## config.mk

```make
export PLATFORM = sky130hd
export DESIGN_NAME = alu_op_sequencer
export DESIGN_NICKNAME = d
export VERILOG_FILES = /design/src/rtl/alu_op_sequencer_pkg.sv /design/src/rtl/alu_flag_tracker.sv /design/src/rtl/alu_op_sequencer.sv
export SDC_FILE = /design/constraint.sdc
export NUM_CORES = 1
export LEC_CHECK = 0
export ABC_AREA = 1
export BUFFER_PORTS_ARGS = -buffer_cell sky130_fd_sc_hd__buf_2
export CAP_MARGIN = 20
export CORE_MARGIN = 10
export CORE_UTILIZATION = 39
export CTS_CLUSTER_SIZE = 12
export DETAILED_ROUTE_END_ITERATION = 10
export HOLD_SLACK_MARGIN = 0.06
export PLACE_DENSITY = 0.68
export SYNTH_ARGS = -nofsm -noshare
export SYNTH_HDL_FRONTEND = slang
export SYNTH_SLANG_ARGS = --single-unit
```

## constraint.sdc

```tcl
create_clock -name clk -period 1.85 [get_ports clk]
set_clock_uncertainty 0.05 [all_clocks]
set_input_delay 0.0925 -clock clk [delete_from_list [all_inputs] [get_ports clk]]
set_output_delay 0.0925 -clock clk [all_outputs]
set_load 0.005 [all_outputs]
```

## src/rtl/alu_op_sequencer_pkg.sv

```systemverilog
`default_nettype none
// +--------------------------------------------------------------------------+
// | alu_op_sequencer_pkg - opcodes, FSM states and widths for the sequencer  |
// | Revision: 1.0                                                            |
// +--------------------------------------------------------------------------+
package alu_op_sequencer_pkg;

  localparam int W_DEFAULT     = 4;
  localparam int CNT_W_DEFAULT = 8;

  localparam logic [2:0] OP_ADD = 3'd0;
  localparam logic [2:0] OP_SUB = 3'd1;
  localparam logic [2:0] OP_NOT = 3'd2;
  localparam logic [2:0] OP_AND = 3'd3;
  localparam logic [2:0] OP_OR  = 3'd4;
  localparam logic [2:0] OP_XOR = 3'd5;
  localparam logic [2:0] OP_SLT = 3'd6;
  localparam logic [2:0] OP_EQ  = 3'd7;

  typedef enum logic [1:0] {
    ST_IDLE    = 2'd0,
    ST_ISSUE   = 2'd1,
    ST_CAPTURE = 2'd2,
    ST_HOLD    = 2'd3
  } seq_state_t;

endpackage
`default_nettype wire

```

## src/rtl/alu_flag_tracker.sv

```systemverilog
`default_nettype none
// +--------------------------------------------------------------------------+
// | alu_flag_tracker - sticky CF/OF accumulation and consumed-op counter     |
// | Revision: 1.0                                                            |
// +--------------------------------------------------------------------------+
module alu_flag_tracker #(
  parameter int CNT_W = 8
) (
  input  logic             clk,
  input  logic             clrn,
  input  logic             i_capture,
  input  logic             i_consume,
  input  logic             i_cf,
  input  logic             i_of,
  output logic             o_sticky_cf,
  output logic             o_sticky_of,
  output logic [CNT_W-1:0] o_op_count
);

  logic             r_sticky_cf;
  logic             r_sticky_of;
  logic [CNT_W-1:0] r_op_count;

  always_ff @(posedge clk or negedge clrn) begin
    if (!clrn) begin
      r_sticky_cf <= 1'b0;
      r_sticky_of <= 1'b0;
      r_op_count  <= '0;
    end else begin
      if (i_capture) begin
        r_sticky_cf <= r_sticky_cf | i_cf;
        r_sticky_of <= r_sticky_of | i_of;
      end
      // Counter wraps silently; no overflow indication is wanted.
      if (i_consume) begin
        r_op_count <= r_op_count + CNT_W'(1);
      end
    end
  end

  assign o_sticky_cf = r_sticky_cf;
  assign o_sticky_of = r_sticky_of;
  assign o_op_count  = r_op_count;

endmodule
`default_nettype wire

```

## src/rtl/alu_op_sequencer.sv

```systemverilog
`default_nettype none
// +--------------------------------------------------------------------------+
// | alu_op_sequencer - registered valid/ready front-end for the 4-bit ALU    |
// | Revision: 1.0                                                            |
// +--------------------------------------------------------------------------+
module alu_op_sequencer
  import alu_op_sequencer_pkg::*;
#(
  parameter int W     = W_DEFAULT,
  parameter int CNT_W = CNT_W_DEFAULT
) (
  input  logic             clk,
  input  logic             clrn,
  input  logic             in_valid,
  output logic             in_ready,
  input  logic [2:0]       in_ctrl,
  input  logic [W-1:0]     in_a,
  input  logic [W-1:0]     in_b,
  input  logic             in_acc,
  output logic [2:0]       alu_ctrl,
  output logic [W-1:0]     alu_a,
  output logic [W-1:0]     alu_b,
  input  logic [W-1:0]     alu_y,
  input  logic             alu_cf,
  input  logic             alu_of,
  output logic             out_valid,
  input  logic             out_ready,
  output logic [W-1:0]     out_y,
  output logic             out_cf,
  output logic             out_of,
  output logic             sticky_cf,
  output logic             sticky_of,
  output logic [CNT_W-1:0] op_count
);

  seq_state_t   r_state;
  seq_state_t   w_next_state;
  logic         w_accept;
  logic         w_capture;
  logic         w_consume;

  logic [2:0]   r_alu_ctrl;
  logic [W-1:0] r_alu_a;
  logic [W-1:0] r_alu_b;
  logic [W-1:0] r_acc;
  logic [W-1:0] r_out_y;
  logic         r_out_cf;
  logic         r_out_of;

  always_ff @(posedge clk or negedge clrn) begin
    if (!clrn) begin
      r_state <= ST_IDLE;
    end else begin
      r_state <= w_next_state;
    end
  end

  always_comb begin
    w_next_state = r_state;
    w_accept     = 1'b0;
    w_capture    = 1'b0;
    w_consume    = 1'b0;
    case (r_state)
      ST_IDLE: begin
        if (in_valid) begin
          w_accept     = 1'b1;
          w_next_state = ST_ISSUE;
        end
      end
      ST_ISSUE: begin
        w_next_state = ST_CAPTURE;
      end
      ST_CAPTURE: begin
        w_capture    = 1'b1;
        w_next_state = ST_HOLD;
      end
      ST_HOLD: begin
        if (out_ready) begin
          w_consume    = 1'b1;
          w_next_state = ST_IDLE;
        end
      end
      default: begin
        w_next_state = ST_IDLE;
      end
    endcase
  end

  // ALU operands stay put between accepts; results stay put between captures.
  always_ff @(posedge clk or negedge clrn) begin
    if (!clrn) begin
      r_alu_ctrl <= 3'd0;
      r_alu_a    <= '0;
      r_alu_b    <= '0;
      r_acc      <= '0;
      r_out_y    <= '0;
      r_out_cf   <= 1'b0;
      r_out_of   <= 1'b0;
    end else begin
      if (w_accept) begin
        r_alu_ctrl <= in_ctrl;
        r_alu_a    <= in_acc ? r_acc : in_a;
        r_alu_b    <= in_b;
      end
      if (w_capture) begin
        r_out_y  <= alu_y;
        r_out_cf <= alu_cf;
        r_out_of <= alu_of;
        r_acc    <= alu_y;
      end
    end
  end

  alu_flag_tracker #(
    .CNT_W (CNT_W)
  ) u_flag_tracker (
    .clk         (clk),
    .clrn        (clrn),
    .i_capture   (w_capture),
    .i_consume   (w_consume),
    .i_cf        (alu_cf),
    .i_of        (alu_of),
    .o_sticky_cf (sticky_cf),
    .o_sticky_of (sticky_of),
    .o_op_count  (op_count)
  );

  assign in_ready  = (r_state == ST_IDLE);
  assign out_valid = (r_state == ST_HOLD);
  assign alu_ctrl  = r_alu_ctrl;
  assign alu_a     = r_alu_a;
  assign alu_b     = r_alu_b;
  assign out_y     = r_out_y;
  assign out_cf    = r_out_cf;
  assign out_of    = r_out_of;

endmodule
`default_nettype wire

```

==> flow_summary.ini, run 1 <==
[drt]
drtPass1Iterations = 4
route.detailed.vias_per_inst = 4.32
via_count = 1157
final_antenna_net_count = 0
detail_route.wl_per_cell_um = 12.2
drt_iter0_markers = 63
routed_wl_mm = 3.28
drc = 0

[placed_design]
routability_driven_placement_congestion_ratio = 0.723
io_buffer_count = 50
preCtsSetupSlack_ns = 0.458
detailed_place.area_mm2 = 0.00161
place.detailed.hpwl_mm = 2.34

[grt]
global_route_usage_over_all_layers_pct = 11.5
pin_count_of_the_biggest_net_entering_global_routing = 30
initial_antenna_violation_count = 0
first_global_vias = 1194
wire_length_of_the_first_global_routing_pass_mm = 5.60
grt.overflow.total = 0

[yosys]
largest_family_of_logic_cells_by_synthesized_area = simple AND/OR/NAND/NOR gates
mappedNetlistNets = 176
synth_fa_ha_area_share_pct = 4.80
post_synthesis_area_per_instance_um2 = 8.74
synth.distinct_cells = 18
syn-instance-count = 149
netlist.area_leader.share_pct = 55.7
ys_seq_elements = 29
synth_top_cell_by_area = sky130_fd_sc_hd__dfrtp_1
synthXorXnorAreaFrac_pct = 2.69
synth_compound_gate_area_share_pct = 6.63
post_synth_and_or_nand_nor_area_fraction_pct = 22.8
yosysWarningCount = 0
yosysSeqAreaShare_pct = 55.7
post_synth_mux_area_share_pct = 0.865
synthTopCellsByArea = sky130_fd_sc_hd__dfrtp_1, sky130_fd_sc_hd__nand2_1, sky130_fd_sc_hd__inv_1
synth_area_mm2 = 0.00130

[floorplan]
floorplan.die.height_um = 77.8
floorplan.initialDensity_pct = 41.6
dieArea_mm2 = 0.00605
num_rows = 20
die_width_um = 77.8
num_io_pins = 51
design.core.area_mm2 = 0.00313

[clock_tree]
number_of_levels_in_the_clock_h_tree = 2
numCtsBuffers = 5
cts-root-to-sink-buffers = 2
setup_buffers_after_cts = 0
postCtsHoldBufs = 19
quantity_of_gates_resized_following_cts = 0
cts_tree = built
clock_latency_ns = 0.31
numClockSinks = 29
clock-root-buffer = sky130_fd_sc_hd__clkbuf_4
cts.clk_slew.worst_paths_ns = 0.08

[layout]
n_antenna_cell = 0
flow.area_growth_from_synthesis_pct = 42.1
design_area_mm2 = 0.00185
fillCellCount = 285
final_net_count = 251
final_layout_size_suffix_gt1_share_pct = 27.7

[power_and_ir_drop]
max-vdd-ir-drop_mv = 0.579
p_leak_nw = 1.01
report.power.total_mw = 2.41
power.density_mw_per_mm2 = 1300

[critical_path]
crit-reg2reg-capture = alu_a[3]$_DFFE_PN0P_
reg2reg_setup_slack_ns = 0.45
critical_path.endpoint_type = flip-flop
worstSetupPathType = reg2reg
worst-endpoint-required_ns = 2.04
reg2reg_from = r_state[0]$_DFFE_PN0P_
startpoint_class_of_the_critical_path = flip-flop
r2r_cells = 6
timing.critical_path.arrival_ns = 1.59
worst-path-max-fanout = 11

[timing]
worst_slew_margin_rel_pct = 58.3
finalMaxSlewViolations = 0
final_min_period_over_clock_period_pct = 75.9
final_tns_setup_ns = 0
final-setup-viol-count = 0
timing_worst_slew_pin_value_ns = 0.625
rsz0062_at_grt = no
final.setup.worst_slack_ns = 0.447
final_period_minus_worst_setup_slack_ns = 1.40
max_freq_mhz = 713
finalHoldViolCount = 0

[min_path]
holdPathStages = 3
hold-path-endpoint = u_flag_tracker.o_op_count[0]$_DFFE_PN0P_
hold_start = out_ready
timing.hold.worst.class = in2reg

[run_status]
status = finished clean

[flow_run]
maxCapViolCount = 0
[cells in the mapped netlist]
cell and instances:
sky130_fd_sc_hd__nand2_1 53, sky130_fd_sc_hd__dfrtp_1 29, sky130_fd_sc_hd__inv_1 19, sky130_fd_sc_hd__nor2_1 10
sky130_fd_sc_hd__a21oi_1 9, sky130_fd_sc_hd__ha_1 5, sky130_fd_sc_hd__nand3_1 5, sky130_fd_sc_hd__o21ai_0 4
sky130_fd_sc_hd__buf_2 2, sky130_fd_sc_hd__nor2_4 2, sky130_fd_sc_hd__o21bai_1 2, sky130_fd_sc_hd__xnor2_1 2
sky130_fd_sc_hd__xor2_1 2, sky130_fd_sc_hd__inv_2 1, sky130_fd_sc_hd__mux2_2 1, sky130_fd_sc_hd__nand2_2 1
sky130_fd_sc_hd__nand4_1 1, sky130_fd_sc_hd__o22ai_1 1
[area by class of cell]
| class | instances | area (um^2) | area share [%] |
|---|---|---|---|
| Clock buffer | 7 | 55.1 | 2.97 |
| Inverter | 20 | 75.1 | 4.06 |
| Multi-Input combinational cell | 98 | 492 | 26.6 |
| Sequential cell | 29 | 726 | 39.2 |
| Tap cell | 44 | 55.1 | 2.97 |
| Timing Repair Buffer | 70 | 448 | 24.2 |
[stage by stage]
| stage | hold WS (ns) | utilization, % | std cells |
|---|---|---|---|
| after detailed placement | 0.102 | 51.3 | 242 |
| final | 0.0652 | 59.2 | 268 |
| after global placement | 0.101 | 51.3 | 242 |
| after CTS | 0.0621 | 59.2 | 268 |
| after global routing | 0.105 | 59.2 | 268 |
| after floorplan | -0.253 | - | 149 |
[metal layers]
| layer | vias to the layer above | track usage, % | share of wire, % |
|---|---|---|---|
| met4 | 0 | 6.02 | 1.8 |
| li1 | 606 | - | - |
| met1 | 514 | 12.7 | 40 |
| met5 | - | 0 | 0 |
| met3 | 5 | 3.80 | 6.7 |
| met2 | 32 | 19.2 | 51 |
[worst max path at each step]
stage / slack [ns] / depth (start not counted) / from / end
3_3_place_gp: 0.52 / 6 / r_state[0]$_DFFE_PN0P_ / alu_a[1]$_DFFE_PN0P_
3_5_place_dp: 0.46 / 6 / r_state[0]$_DFFE_PN0P_ / alu_a[3]$_DFFE_PN0P_
6_report: 0.45 / 6 / r_state[0]$_DFFE_PN0P_ / alu_a[3]$_DFFE_PN0P_
2_1_floorplan: 0.56 / 3 / r_state[1]$_DFFE_PN0P_ / u_flag_tracker.o_op_count[1]$_DFFE_PN0P_
4_1_cts: 0.43 / 6 / r_state[0]$_DFFE_PN0P_ / alu_a[3]$_DFFE_PN0P_
5_1_grt: 0.28 / 6 / r_state[0]$_DFFE_PN0P_ / alu_a[3]$_DFFE_PN0P_
[sequential cells by signal, indices dropped and copies added (netlist names)]
| register | cells |
|---|---|
| u_flag_tracker.o_op_count | 8 |
| alu_a | 4 |
| alu_b | 4 |
| out_y | 4 |
| alu_ctrl | 3 |
| r_state | 2 |
| out_cf | 1 |
| out_of | 1 |
| u_flag_tracker.o_sticky_cf | 1 |
| u_flag_tracker.o_sticky_of | 1 |
[placed cells by master, fill, tap and decap left out, drive strengths merged]
cell,Yosys,layout
nand3,5,5
mux2,1,1
dfrtp,29,29
clkbuf,0,7
xnor2,2,2
buf,2,51
xor2,2,2
o21ai,4,4
o21bai,2,2
inv,20,20
a21oi,9,9
nand4,1,1
nand2,54,54
ha,5,5
o22ai,1,1
dlygate4sd3,0,19
nor2,12,12
[report_power, final]
group	switching (mW)	internal [mW]
combinational	0.536	0.435
clock	0.196	0.179
sequential	0.179	0.888
total	0.911	1.50
[kinds of logic after synthesis]
group                      Yosys count
and+or+nand+nor                     72
DFF                                 29
muxes                                1
buffers and inverters               22
adders and majority gates            5
AOI/OAI and AO/OA                   16
xor gates and xnor gates             4
[critical path: stages (launching register included)]
cell                      delay (ns)
sky130_fd_sc_hd__dfrtp_1        0.40
sky130_fd_sc_hd__inv_1          0.11
sky130_fd_sc_hd__ha_1           0.20
sky130_fd_sc_hd__nand2_1        0.09
sky130_fd_sc_hd__inv_1          0.27
sky130_fd_sc_hd__nor2_1         0.08
sky130_fd_sc_hd__a21oi_1        0.13
Note: power is estimated with default switching activity, not from simulation.
==> inputs of run 2 (changes only) <==
clock period = 1.5 ns   (was 1.85 ns; I/O delays follow)
==> run 2 against run 1 <==
Net effect: first-iteration DRC count up 17%; combinational power up 26%; die area unchanged; largest power group unchanged; critical path depth shrank 3; largest cell class unchanged; count of clock-buffer cells in the layout shrank 2; sequential cell count did not move; utilization rose by 0.12 points; final area is 0.20% higher; total power rose by 22%.
==> flow_summary.ini, run 2 (same netlist as run 1, synthesis figures left out) <==
[run_status]
status = finished clean

[grt]
grt.overflow.total = 0
pin_count_of_the_biggest_net_entering_global_routing = 30
initial_antenna_violation_count = 0
use_met1_pct = 13.2
global_route_usage_over_all_layers_pct = 11.8
groute.layer.met2.usage_pct = 18.2
first_global_vias = 1140
grt.met3_usage_pct = 5.76
grt_busiest_layer = met2
wire_length_of_the_first_global_routing_pass_mm = 5.70

[timing]
final_min_period_over_clock_period_pct = 90.8
finalHoldViolCount = 0
max_freq_mhz = 734
worst_slew_margin_rel_pct = 57.7
finalMaxSlewViolations = 0
timing_worst_slew_pin_value_ns = 0.634
hold-worst-slack_ns = 0.0832
final_tns_setup_ns = 0
final-setup-viol-count = 0
final_period_minus_worst_setup_slack_ns = 1.36
rsz0062_at_grt = no

[floorplan]
num_io_pins = 51
floorplan.die.height_um = 77.8
num_rows = 20
die_width_um = 77.8
design.core.area_mm2 = 0.00313
dieArea_mm2 = 0.00605
floorplan.initialDensity_pct = 41.6

[clock_tree]
numCtsBuffers = 5
cts_tree = built
clock-root-buffer = sky130_fd_sc_hd__clkbuf_4
number_of_levels_in_the_clock_h_tree = 2
numClockSinks = 29
clock_latency_ns = 0.33
cts.clk_slew.worst_paths_ns = 0.08
cts-root-to-sink-buffers = 2

[critical_path]
worstSetupPathType = reg2reg
critical_path.max_stage_delay_ns = 0.42
worst-endpoint-required_ns = 1.66
timing.critical_path.arrival_ns = 1.53
path_cells = ha_1, nand2_2, mux2_2
slowest_cell_on_crit_path = sky130_fd_sc_hd__dfrtp_1
worst-path-max-fanout = 5
critical_path.endpoint_type = flip-flop
startpoint_class_of_the_critical_path = flip-flop

[placed_design]
place.detailed.hpwl_mm = 2.38
detailed_place.area_mm2 = 0.00161
io_buffer_count = 50
routability_driven_placement_congestion_ratio = 0.739

[power_and_ir_drop]
p_leak_nw = 1.01
power.density_mw_per_mm2 = 1590
max-vdd-ir-drop_mv = 0.819
report.power.total_mw = 2.95

[layout]
n_antenna_cell = 0
layout_commonest_cell = sky130_fd_sc_hd__nand2_1
final_cell_mix = sky130_fd_sc_hd__nand2_1, sky130_fd_sc_hd__buf_2, sky130_fd_sc_hd__dfrtp_1
post-route-util_pct = 59.3
final_layout_size_suffix_gt1_share_pct = 28.6
largest_register_ffs = 8
fillCellCount = 274
flow.area_growth_from_synthesis_pct = 42.4
final_net_count = 252
design_area_mm2 = 0.00185

[drt]
final_antenna_net_count = 0
drt_iter0_markers = 74
via_count = 1190
drtPass1Iterations = 4
routed_wl_mm = 3.35
drc = 0
detail_route.wl_per_cell_um = 12.5
route.detailed.vias_per_inst = 4.44

[min_path]
timing.hold.worst.class = in2reg

[flow_run]
maxCapViolCount = 0
==> run 2: report_power, final <==
part           leakage, nW  internal (mW)  switching, mW
Clock               0.0269          0.162          0.255
Combinational        0.639          0.545          0.675
Sequential           0.341           1.09          0.223
Total                 1.01           1.80           1.15
==> run 2: path summary, 6_finish.rpt <==
kind	from	endpoint	slack, ns	cells after the start
worst min-delay path	in_valid	r_state[0]$_DFFE_PN0P_	0.08	4
worst max-delay path	r_state[1]$_DFFE_PN0P_	u_flag_tracker.o_op_count[1]$_DFFE_PN0P_	0.14	3
min in group asynchronous	clrn	alu_b[2]$_DFFE_PN0P_	0.24	2
worst min register to register	u_flag_tracker.o_sticky_cf$_DFFE_PN0N_	u_flag_tracker.o_sticky_cf$_DFFE_PN0N_	0.42	1
max in group asynchronous	clrn	u_flag_tracker.o_op_count[5]$_DFFE_PN0P_	0.75	2
worst max register to register	r_state[1]$_DFFE_PN0P_	u_flag_tracker.o_op_count[1]$_DFFE_PN0P_	0.14	3
==> run 2: through the flow <==
stage | instances | worst slack, ns
floorplan | 149 | 0.212
CTS | 268 | 0.0577
global placement | 242 | 0.148
detailed placement | 242 | 0.0674
global route | 268 | 0.00450
finish | 268 | 0.138
==> run 2: what timing repair did <==
item	in CTS	in global routing
hold buffers	20	0
endpoints found under the hold margin	49	0
gates resized for setup	0	2
setup endpoints to repair	0	12
buffers inserted	0	0
==> run 2: metal layers <==
metal | vias to the layer above | part of all wire, % | routed length [um]
li1 | 610 | - | -
met1 | 538 | 43 | 1440
met2 | 34 | 47 | 1570
met3 | 8 | 7.8 | 260
met4 | 0 | 2.6 | 88
met5 | - | 0 | 0
==> run 2: layout make-up <==
class	count	area, um^2	area share, %
Clock inverter	1	5.00	0.270
Tap cell	44	55.1	2.97
Multi-Input combinational cell	98	498	26.9
Timing Repair Buffer	71	458	24.7
Sequential cell	29	726	39.1
Clock buffer	5	37.5	2.02
Inverter	20	75.1	4.05
==> run 2: worst max-delay path: cells and delay by family, from the launching register on <==
kind | cells | cell delay [ns]
multiplexers | 1 | 0.35
flip-flops | 1 | 0.42
adder cells (fa/ha/maj) | 1 | 0.27
AND/OR/NAND/NOR | 1 | 0.16
